### src/rtl/wb_cpu_master.sv
// wb_cpu_master: CPU load/store to single-beat classic Wishbone initiator; WB_TIMEOUT_EN adds an ack timeout abort
module wb_cpu_master #(
  parameter int AW = 32,
  parameter int DW = 32,
  parameter int RD_LAT = 1,
  parameter int TIMEOUT = 255
) (
  input  logic          clk,
  input  logic          rst,
  input  logic          cpu_req,
  input  logic          cpu_we,
  input  logic [AW-1:0] cpu_addr,
  input  logic [DW-1:0] cpu_wdata,
  output logic [DW-1:0] cpu_rdata,
  output logic          cpu_ready,
  output logic          cpu_busy,
  output logic          cpu_err,
  output logic [AW-1:0] adr_o,
  output logic [DW-1:0] dat_o,
  output logic          we_o,
  output logic          stb_o,
  output logic          cyc_o,
  input  logic [DW-1:0] dat_i,
  input  logic          ack_i
);
  typedef enum logic [1:0] {IDLE, STROBE, RDWAIT, DONE} state_t;
  state_t state;
  logic [1:0] lat_cnt;
`ifdef WB_TIMEOUT_EN
  logic [15:0] to_cnt;
`else
  assign cpu_err = 1'b0;
`endif
  always_ff @(posedge clk) begin
    if (rst) begin
      state <= IDLE;
      lat_cnt <= '0;
      cpu_rdata <= '0;
      cpu_ready <= 1'b0;
      cpu_busy <= 1'b0;
      adr_o <= '0;
      dat_o <= '0;
      we_o <= 1'b0;
      stb_o <= 1'b0;
      cyc_o <= 1'b0;
`ifdef WB_TIMEOUT_EN
      to_cnt <= '0;
      cpu_err <= 1'b0;
`endif
    end else begin
      case (state)
        IDLE: if (cpu_req) begin
          adr_o <= cpu_addr;
          dat_o <= cpu_wdata;
          we_o <= cpu_we;
          stb_o <= 1'b1;
          cyc_o <= 1'b1;
          cpu_busy <= 1'b1;
          state <= STROBE;
`ifdef WB_TIMEOUT_EN
          to_cnt <= '0;
`endif
        end
        STROBE: if (ack_i) begin
          stb_o <= 1'b0;
          if (we_o || RD_LAT == 0) begin
            if (!we_o) cpu_rdata <= dat_i;
            cpu_ready <= 1'b1;
            state <= DONE;
          end else begin
            lat_cnt <= 2'(RD_LAT);
            state <= RDWAIT;
          end
        end
`ifdef WB_TIMEOUT_EN
        else begin
          to_cnt <= to_cnt + 16'd1;
          if (to_cnt + 16'd1 == 16'(TIMEOUT)) begin
            stb_o <= 1'b0;
            cyc_o <= 1'b0;
            cpu_ready <= 1'b1;
            cpu_err <= 1'b1;
            state <= DONE;
          end
        end
`endif
        RDWAIT: begin
          lat_cnt <= lat_cnt - 2'd1;
          if (lat_cnt == 2'd1) begin
            cpu_rdata <= dat_i;
            cpu_ready <= 1'b1;
            state <= DONE;
          end
        end
        DONE: begin
          cpu_ready <= 1'b0;
          cyc_o <= 1'b0;
          we_o <= 1'b0;
          cpu_busy <= 1'b0;
          state <= IDLE;
`ifdef WB_TIMEOUT_EN
          cpu_err <= 1'b0;
`endif
        end
        default: state <= IDLE;
      endcase
    end
  end
endmodule

### config.mk
export PLATFORM = sky130hd
export DESIGN_NAME = wb_cpu_master
export DESIGN_NICKNAME = d
export VERILOG_FILES = /design/src/rtl/wb_cpu_master.sv
export SDC_FILE = /design/constraint.sdc
export NUM_CORES = 1
export LEC_CHECK = 0
export CAP_MARGIN = 20
export CORE_ASPECT_RATIO = 1.5
export CORE_MARGIN = 1.5
export CORE_UTILIZATION = 38
export CTS_CLUSTER_DIAMETER = 50
export CTS_CLUSTER_SIZE = 30
export DETAILED_ROUTE_END_ITERATION = 16
export GPL_TIMING_DRIVEN = 0
export PLACE_DENSITY = 0.76
export SLEW_MARGIN = 20
export SYNTH_ARGS = -nofsm -noshare
export SYNTH_HDL_FRONTEND = slang
export SYNTH_SLANG_ARGS = --single-unit
### constraint.sdc
create_clock -name clk -period 3.2 [get_ports clk]
set_input_delay 0.96 -clock clk [delete_from_list [all_inputs] [get_ports clk]]
set_output_delay 0.96 -clock clk [all_outputs]
set_load 0.005 [all_outputs]
# After elaboration in Yosys (flattened, before gate mapping)
# Index checks and enable logic that the tools add are counted.
# word_totals
reg_bits	104
in_bits	101
output_inout_bits	102
wordCells	49
# classes
n_addsub	1
eq_ne	9
n_mux	18
reduce_logical	12
# op_table
op	n
$mux 2	5
$ne 2x2->1 const B	5
$reduce_and 3->1	3
$pmux 2 s4	1
$mux 1	7
$pmux 1 s2	3
$reduce_and 2->1	3
$reduce_bool 2->1	3
$eq 2x1->1 const B	2
$eq 2x2->1 const B	2
$pmux 2 s2	1
$reduce_and 4->1	1
$pmux 1 s3	1
$reduce_bool 3->1	1
$logic_not 2->1	1
$sub 2x1->2 const B	1

# Longest topological paths before layout
# Gate-level depths: netlist of run 1.
# depth
word_depth	3
mapped_depth	7
ltp_nobuf	5

# Worst setup path before layout of run 1
# OpenSTA, ideal clock, no wires.
# synth_timing
path_type	in2reg
from	input cpu_req
to	register adr_o[0]
setup_time_ps	125
t_arrival_ps	1630
setup_slack_ps	1445
stages	6
cell_sequence	buf_4 -> and2_4 -> buf_12 -> buf_8 -> nand2_1 -> a21oi_2
# synth_via
elab_chain_len	1
# synth_lines
item	line	text
start: declaration	10	input logic cpu_req,
$reduce_and 2->1 (no source line)	n/a	
end signal: assignment	53	adr_o <= cpu_addr;
end: declaration	18	output logic [AW-1:0] adr_o,
# No other way between the ends.
# A chain may end at the register's enable or synchronous reset.

# Worst setup path in the final report of run 1
# layout_timing
from	register we_o
to	output we_o
# layout_lines
item	line	text
start: declaration	20	output logic we_o,
start signal: assignment	55	we_o <= cpu_we;
# No word-level cell between the ends.

==> impl_results.md, run 1 <==
- Status: completed
- Worst-Skew Late Latency: between 0.3 and 0.4 ns
- Max clock buf depth: 2
- DR iter-0 viols: 96
- Final Util: approximately 62%
- Largest net degree at the start of global routing: 18
- Ant diodes: 0
- Share of cells above drive strength 1: between 10% and 20%
- Final Skew: about 0.0058 ns
- P_leak: ~2.3 nW
- Slowest CP cell: clkdlybuf4s50_1
- Critical R2R Launch: state[0]
- Power Density: approximately 640 nW/um^2
- Crit-path leading delay family: buffers and inverters
- Clock slew at reported path FFs: approximately 0.07 ns
- Vias in the first global route: about 3700
- Placed Area: 6250 um^2
- Post-route cell area: between 6000 and 7000 um^2
- RSZ-0062 raised after global routing: false
- Detailed Place HPWL: approximately 8600 um
- Period utilization: 70.7%
- Post-Synthesis Cells: roughly 490
- Setup WS pre-CTS: approximately 0.94 ns
- VDD IR-drop max: between 0.0002 and 0.0003 V
- PnR worst setup slack: roughly 0.94 ns
- Critical Path RT: ~2.2 ns
- CTS tree: done
- Syn nets: around 600
- Die height: roughly 130 um
- Hold Path Sink: cpu_rdata[11]
- Post-DR wirelength/cell: between 10 and 15 um
- Max Freq: ~440 MHz
- Total power: 4.23 mW
- Row cnt: 46
- First-pass GRT wire length: approximately 17000 um
- Final setup viols: 0
- Aggregate routed wire length: 11200 um
- Most common cell after layout, fill and taps aside: clkdlybuf4s50_1
- Yosys cell types: 35
- Flop-to-flop setup slack: 1.61 ns
- Final hold vios: 0
- Die Area: 11400 um^2
- Worst Setup End Kind: output pin
- Placeable core region: 10500 um^2
- Sequential-to-total area share from yosys stat: roughly half
- Vias per inst: 4.61
- IO Port Bufs: roughly 200
- Fillers: 898
- Initial Util: around two fifths
- Clock tree root buffer cell: clkbuf_16
- Critical Path AT: approximately 1.3 ns
- EDFF count, synth: 0
- GP Congestion: a little under 0.8
- Initial antenna violation count: 0
- Setup crit start kind: register
- GR Util All Layers: 19.0%
- Synth Warn #: 0
- R2R depth: 6
- Synthesized area: roughly 4100 um^2
- Synth-to-layout area growth: 60.6%
- CP cell instances: clkdlybuf4s50_1
- Cts repair resizes: 0
- Hold_buf cts: 0
- Maxcap violations: 0
- Post-DRT Antenna Nets: 0
- Pins Over Slew Limit: 0
- Dpl cells: about 830
- DRC violation count after routing: 0
- Worst Max-Slew Pin Slew: 0.506 ns
- Ports: 203
- Post-CTS setup buffers: 0
- Hold Path Cell Cnt: 2
- Async SR Flop Fraction: 0%
- Tmin final: 2.26 ns
- Hold Path Origin: cpu_rdata[11]
- Slew margin rel.: 66.2%
- Synthesized flop and latch total: around 100
- Worst Path Max Fanout: 6
- Total grt overflow: 0
- CTS buffer count: 9
- Primary FF master, synth: dfxtp_1
- Fin Setup TNS: 0 ns
- Chip width: ~90 um
- Syn Area/Cell: 8.42 um^2
- Max incr delay on CP: around 0.54 ns
- Worst r2r dst: cpu_rdata[29]
- Sink Count: approximately 100
- Final cell count without fillers: 844
- Most frequent cells in the layout: 199 x clkdlybuf4s50_1, 194 x nand2_1, 104 x dfxtp_1
- WS Path Type: reg -> out
- Final net count: roughly 800
- Crit path buf inv count: 1
- Min Hold Slack: between 0.4 and 0.5 ns
- Depth of the CTS H-tree: 3
- Worst hold path class: reg -> reg
- Vias post-DR: slightly below 4000
- Drt first pass iters: 4
where the power goes:
part           switching, mW  total (mW)  leakage [nW]  internal [mW]
Combinational          0.689        1.50          1.35          0.812
Clock                  0.483        1.11         0.149          0.631
Sequential             0.112        1.61         0.849           1.50
cell type report:
type                            instances  area, um^2  area share [%]
Buffer                                 35         263            4.01
Inverter                                6        22.5           0.343
Clock buffer                           10         239            3.64
Multi-Input combinational cell        340        1720            26.2
Sequential cell                       104        2080            31.7
Tap cell                              144         180            2.75
Timing Repair Buffer                  199        1990            30.4
Clock inverter                          6        65.1           0.992
synthesized netlist by cell type, types with 2 or more instances:
| cell type | count | area share (%) |
|---|---|---|
| nand2_1 | 194 | 18 |
| dfxtp_1 | 104 | 51 |
| a21oi_1 | 62 | 7.6 |
| a21oi_2 | 41 | 8.8 |
| buf_2 | 17 | 2.1 |
| ha_1 | 7 | 2.1 |
| inv_1 | 6 | 0.55 |
| clkbuf_1 | 5 | 0.46 |
| nor2b_1 | 5 | 0.77 |
| buf_12 | 4 | 2.0 |
| buf_1 | 3 | 0.28 |
| buf_4 | 3 | 0.55 |
| buf_8 | 3 | 1.1 |
| nand2b_1 | 3 | 0.46 |
| nor3_1 | 3 | 0.37 |
| o21ai_0 | 3 | 0.37 |
| nand3_1 | 2 | 0.25 |
| nand4_1 | 2 | 0.31 |
| nor2_1 | 2 | 0.18 |
registers in the layout, summed over array words and instances (netlist names):
name and count:
adr_o 32, cpu_rdata 32, dat_o 32, lat_cnt 2
state 2, cpu_ready 1, cyc_o 1, stb_o 1
we_o 1
logic make-up after synthesis:
group | synth area share, %
compound gates | 18.4
fa+ha+maj | 2.15
buf+inv | 6.99
flops | 51.0
other cells | 0.0919
simple gates | 21.4
routing by layer:
metal  track usage, %  vias to the layer above  wire [um]
li1                 -                     1987          -
met1             19.7                     1736       4270
met2             34.1                      142       5750
met3             5.57                       23        829
met4             9.99                        0        332
met5                0                        -          0
worst max-delay path by stage:
stage / startpoint / end / depth (start not counted)
2_1_floorplan: cpu_req / adr_o[0] / 6
3_3_place_gp: ack_i / state[0] / 4
3_5_place_dp: ack_i / state[0] / 4
4_1_cts: we_o / we_o / 1
5_1_grt: we_o / we_o / 1
6_report: we_o / we_o / 1
(Power assumes the default switching activity.)
==> run 2: changes to the inputs <==
clock period = 2.3 ns   (was 3.2 ns; I/O delays follow)
==> results of run 2 <==
The final DEF is identical to that of run 1. Status: completed.
Main changes from that run: setup slack after placement 0.942 ns -> 0.312 ns; setup slack after layout 0.938 ns -> 0.308 ns; register-to-register setup slack 1.61 ns -> 0.71 ns; total power 4.23 mW -> 5.88 mW; worst IR drop on VDD 0.000298 V -> 0.000414 V
